[config.mk]
export PLATFORM = sky130hd
export DESIGN_NAME = birth_digit_scroller
export DESIGN_NICKNAME = d
export VERILOG_FILES = /design/src/rtl/birth_digit_scroller.sv
export SDC_FILE = /design/constraint.sdc
export NUM_CORES = 1
export LEC_CHECK = 0
export BUFFER_PORTS_ARGS = -buffer_cell sky130_fd_sc_hd__buf_2
export CORE_MARGIN = 2
export CORE_UTILIZATION = 60
export DETAILED_ROUTE_END_ITERATION = 10
export PLACE_DENSITY = 0.84
export SYNTH_ARGS = -nofsm -noshare
export SYNTH_HDL_FRONTEND = slang
export SYNTH_SLANG_ARGS = --single-unit
[constraint.sdc]
create_clock -name clk -period 9.3 [get_ports clk]
set_input_delay 0.93 -clock clk [delete_from_list [all_inputs] [get_ports clk]]
set_output_delay 0.93 -clock clk [all_outputs]
set_load 0.02 [all_outputs]
[src/rtl/birth_digit_scroller.sv]
// Scrolling six-digit BCD window over a loaded digit sequence followed by a blank gap.
// Feeds six 7-segment decoders; BLANK renders as all segments off.
module birth_digit_scroller #(
  parameter int unsigned CLK_HZ     = 50_000_000,
  parameter int unsigned STEP_HZ    = 2,
  parameter int unsigned NUM_DIGITS = 8,
  parameter logic [3:0]  BLANK      = 4'hF
) (
  input  logic                    clk,
  input  logic                    rst_n,
  input  logic                    load,
  input  logic [4*NUM_DIGITS-1:0] load_data,
  input  logic                    run,
  output logic [23:0]             disp_bcd,
  output logic                    step_pulse,
  output logic [1:0]              state
);

  localparam int unsigned DIV = CLK_HZ / STEP_HZ;
  localparam int unsigned L   = NUM_DIGITS + 6;
  localparam int unsigned PW  = $clog2(L);
  localparam int unsigned DW  = $clog2(DIV);

  typedef enum logic [1:0] {
    IDLE   = 2'b00,
    SHOW   = 2'b01,
    SCROLL = 2'b10
  } state_t;

  state_t                  st, st_n;
  logic [4*NUM_DIGITS-1:0] digits, digits_n;
  logic [PW-1:0]           pos, pos_n;
  logic [DW-1:0]           presc, presc_n;
  logic                    step_n;
  logic [23:0]             disp_n;
  logic [3:0]              ring [L];

  always_comb begin
    st_n     = st;
    digits_n = digits;
    pos_n    = pos;
    presc_n  = presc;
    step_n   = 1'b0;
    if (load) begin
      digits_n = load_data;
      pos_n    = '0;
      presc_n  = '0;
      st_n     = SHOW;
    end else begin
      case (st)
        IDLE: ;
        SHOW: begin
          if (run) begin
            st_n    = SCROLL;
            presc_n = '0;
          end
        end
        SCROLL: begin
          if (!run) begin
            st_n    = SHOW;
            presc_n = '0;
          end else if (presc == DW'(DIV - 1)) begin
            presc_n = '0;
            pos_n   = (pos == PW'(L - 1)) ? '0 : pos + PW'(1);
            step_n  = 1'b1;
          end else begin
            presc_n = presc + DW'(1);
          end
        end
        default: st_n = IDLE;
      endcase
    end
  end

  // Window is built from next-state pos/digits so the display lands on the same edge.
  always_comb begin
    for (int unsigned e = 0; e < L; e++) begin
      ring[e] = (e < NUM_DIGITS) ? digits_n[4*e +: 4] : BLANK;
    end
  end

  always_comb begin
    int unsigned s;
    s      = 0;
    disp_n = '0;
    for (int unsigned k = 0; k < 6; k++) begin
      s = 32'(pos_n) + k;
      if (s >= L) s = s - L;
      disp_n[4*(5-k) +: 4] = ring[PW'(s)];
    end
  end

  always_ff @(posedge clk or negedge rst_n) begin
    if (!rst_n) begin
      st         <= IDLE;
      digits     <= {NUM_DIGITS{BLANK}};
      pos        <= '0;
      presc      <= '0;
      disp_bcd   <= {6{BLANK}};
      step_pulse <= 1'b0;
    end else begin
      st         <= st_n;
      digits     <= digits_n;
      pos        <= pos_n;
      presc      <= presc_n;
      disp_bcd   <= disp_n;
      step_pulse <= step_n;
    end
  end

  assign state = st;

endmodule
==> results.json <==
{
  "viasPerCell": 6.28,
  "layout.filler_cells": 807,
  "die_y_um": 106,
  "hpwl_mm": 11.0,
  "grt_first_pass_wirelength_mm": 24.3,
  "die-area_mm2": 0.0111,
  "tritoncts_clock_tree": "done",
  "syn-instance-count": 672,
  "die_w_um": 106,
  "critPathArrivalTime_ns": 6.40,
  "finalHoldViolations": 0,
  "wirelength_mm": 14.9,
  "met2_wirelength_mm": 7.01,
  "routed-via-count": 5386,
  "finalNetCount": 769,
  "synth_enable_flop_cells": 0,
  "clock-skew-final_ns": 0.0154,
  "postCtsResizedCells": 0,
  "worstSkewPairLatency_ns": 0.39,
  "post_synth_instance_area_mm2": 0.00619,
  "grt.total_usage": 0.274,
  "maxSlewHeadroom": 0.291,
  "worst_hold_path.num_cells": 1,
  "portion_of_the_post_synthesis_area_used_by_sequential_elements": 0.367,
  "io_pins": 63,
  "placer_s_final_routability_congestion_estimate": 0.995,
  "synth.top_cells.by_count": "93 x nor2_1, 56 x dfstp_2, 41 x mux2_2, 41 x nand2_1, 41 x o21ai_0",
  "antenna-diode-count": 0,
  "synth.lib_cells_used.distinct": 76,
  "drt-met1-wl_mm": 6.35,
  "detailedRoute.firstPassIterationCount": 8,
  "wl_met3_mm": 1.07,
  "leading_area_contributor_after_synthesis": "dfstp_2",
  "setup.worst_path.start_class": "primary input",
  "synthMostInstantiatedCell": "nor2_1",
  "power-per-cell-area_mw_per_mm2": 120,
  "synth.top_cell.area_share": 0.238,
  "synth.top_cells.by_area": "dfstp_2 24%, dfrtp_1 13%, mux2_2 7.5%",
  "synthesis.area_per_instance_um2": 9.21,
  "worstPathRequired_ns": 9.61,
  "critPathMaxStageDelay_ns": 0.74,
  "min_period_ns": 6.09,
  "floorplan.rows": 37,
  "clkSinkCount": 88,
  "postLayoutCellArea_mm2": 0.00673,
  "tightestPinTransition_ns": 1.06,
  "grt_start_max_net_pins": 89,
  "fmaxAchievable_mhz": 164,
  "clock_tree.root_cell": "clkbuf_8",
  "ant_nets": 0,
  "postSynthRegisterBits": 88,
  "detailedRoute.firstIterationViolations": 548,
  "status": "completed",
  "cap_violations": 0,
  "worstRegToRegCells": 16,
  "top_signal_layer_used": "met4",
  "placed_cell_area_mm2": 0.00655,
  "global_route.overflow_total": 0,
  "path_clk_slew_ns": 0.10,
  "setup.worst_path.class": "in -> reg",
  "finalCritPeriodShare": 0.655,
  "drive_gt1_frac": 0.280,
  "core_area_mm2": 0.0102,
  "setup_viol": 0,
  "post_cts_hold_buffer_count": 0,
  "vdd.ir_drop.worst_v": 0.0000989,
  "post_cts.repair.setup_buffers": 0,
  "cts_max_level": 3,
  "buffer_ports.inserted": 62,
  "worst_hold_path_type": "reg -> reg",
  "path_max_fanout": 13,
  "worst_path_max_delay_cell": "xnor2_1",
  "area_growth_pct": 8.72,
  "synth.net_count": 725,
  "number_of_global_route_vias_before_repair": 4999,
  "cp_cell_sequence": "buf_2, nand3b_1, or4_1, or4_1, a21o_1, inv_2, ha_1, inv_1, xnor2_1, ha_1, a21bo_2, mux2i_1, a311oi_4, xnor2_1, mux2_2, a221oi_2",
  "setup.worst_path.end_class": "flop",
  "number_of_antenna_violations_at_the_first_check_in_global_routing": 0,
  "drc": 0,
  "numCtsBuffers": 9,
  "synth_top_flop_cell": "dfstp_2",
  "wl_per_cell_um": 17.4,
  "floorplan.initialDensity": 0.607,
  "setup-tns-final_ns": 0,
  "final-max-slew-violation-count": 0,
  "yosysWarningCount": 0,
  "rsz_0062_raised_after_global_routing": "no",
  "ys_async_sr_fraction": 1.00,
  "p_leak_uw": 0.00289,
  "ctsLongestPathBuffers": 2
}
==> registers in the layout, indices dropped and copies added (netlist names) <==
signal      flops
pos             4
disp_bcd       24
presc          25
state           2
digits         32
step_pulse      1
==> metrics by stage <==
stage	cells	hold WS [ns]	setup WS, ns	utilization	total power, uW
finish	857	0.515	3.21	0.660	807
global route	857	0.576	2.71	0.660	842
CTS	857	0.516	3.32	0.660	813
detailed placement	841	0.505	2.93	0.643	568
global placement	841	0.494	3.16	0.643	563
floorplan	672	0.475	3.66	-	519
==> metal layers <==
layer  vias up  track usage
met4         0        0.107
met1      2553        0.372
li1       2518            -
met5         -            0
met3        48       0.0464
met2       267        0.437
==> where the power goes <==
part	switching [uW]	internal (uW)
Combinational	83.0	48.2
Clock	145	98.5
Sequential	6.76	425
==> critical path, delay by kind of cell <==
kind / cells / cell delay, ns
compound gates: 4 / 0.93
simple gates: 3 / 1.30
buf+inv: 3 / 0.55
fa+ha+maj: 2 / 0.76
xor+xnor: 2 / 1.20
mux: 2 / 0.71
==> logic make-up after synthesis <==
family                     after synthesis  share of synthesized area
DFF                                     88                      0.367
buffers and inverters                   67                     0.0435
AOI/OAI and AO/OA                      158                      0.175
xor gates and xnor gates                29                     0.0496
adders and majority gates               17                     0.0356
muxes                                   86                      0.152
and+or+nand+nor                        227                      0.177
==> final timing paths <==
kind / startpoint / to / slack, ns
worst max-delay path: run / disp_bcd[3] / 3.21
worst min-delay path: presc[3] / presc[3] / 0.52
worst max register to register: presc[0] / disp_bcd[3] / 3.22
worst min register to register: presc[3] / presc[3] / 0.52
max in group asynchronous: rst_n / presc[21] / 7.92
min in group asynchronous: rst_n / presc[14] / 0.74
==> final cells by class <==
type / instances / area [um2] / area share
Inverter: 35 / 131 / 0.0195
Clock inverter: 6 / 43.8 / 0.00651
Multi-Input combinational cell: 517 / 3640 / 0.542
Timing Repair Buffer: 65 / 335 / 0.0499
Tap cell: 136 / 170 / 0.0253
Sequential cell: 88 / 2270 / 0.338
Clock buffer: 10 / 128 / 0.0190
==> cell usage in the layout (no fill, tap or decap), types with 3 or more instances in the layout <==
cell	n
mux2_2	41
o21ai_0	41
a22o_1	6
nand3b_1	3
nand3_1	19
dfstp_2	56
nand2b_1	7
nand4_1	7
buf_4	4
xor2_1	8
nand4b_1	4
nand2_1	41
o31ai_1	6
a22oi_1	6
and2_1	5
a31oi_1	7
or2_2	4
clkbuf_8	9
dfrtp_1	32
or4_1	3
o211a_1	3
a21oi_1	37
a222oi_1	6
xnor2_1	17
nor2_1	93
nor4_1	6
o22ai_1	5
ha_1	16
mux2i_1	37
nor2b_1	4
inv_1	33
nor3_1	12
a21o_1	5
and3_1	4
buf_2	61
mux2_1	5
or3_1	4
a221oi_1	10
nor3b_1	3
(Power assumes the default switching activity.)
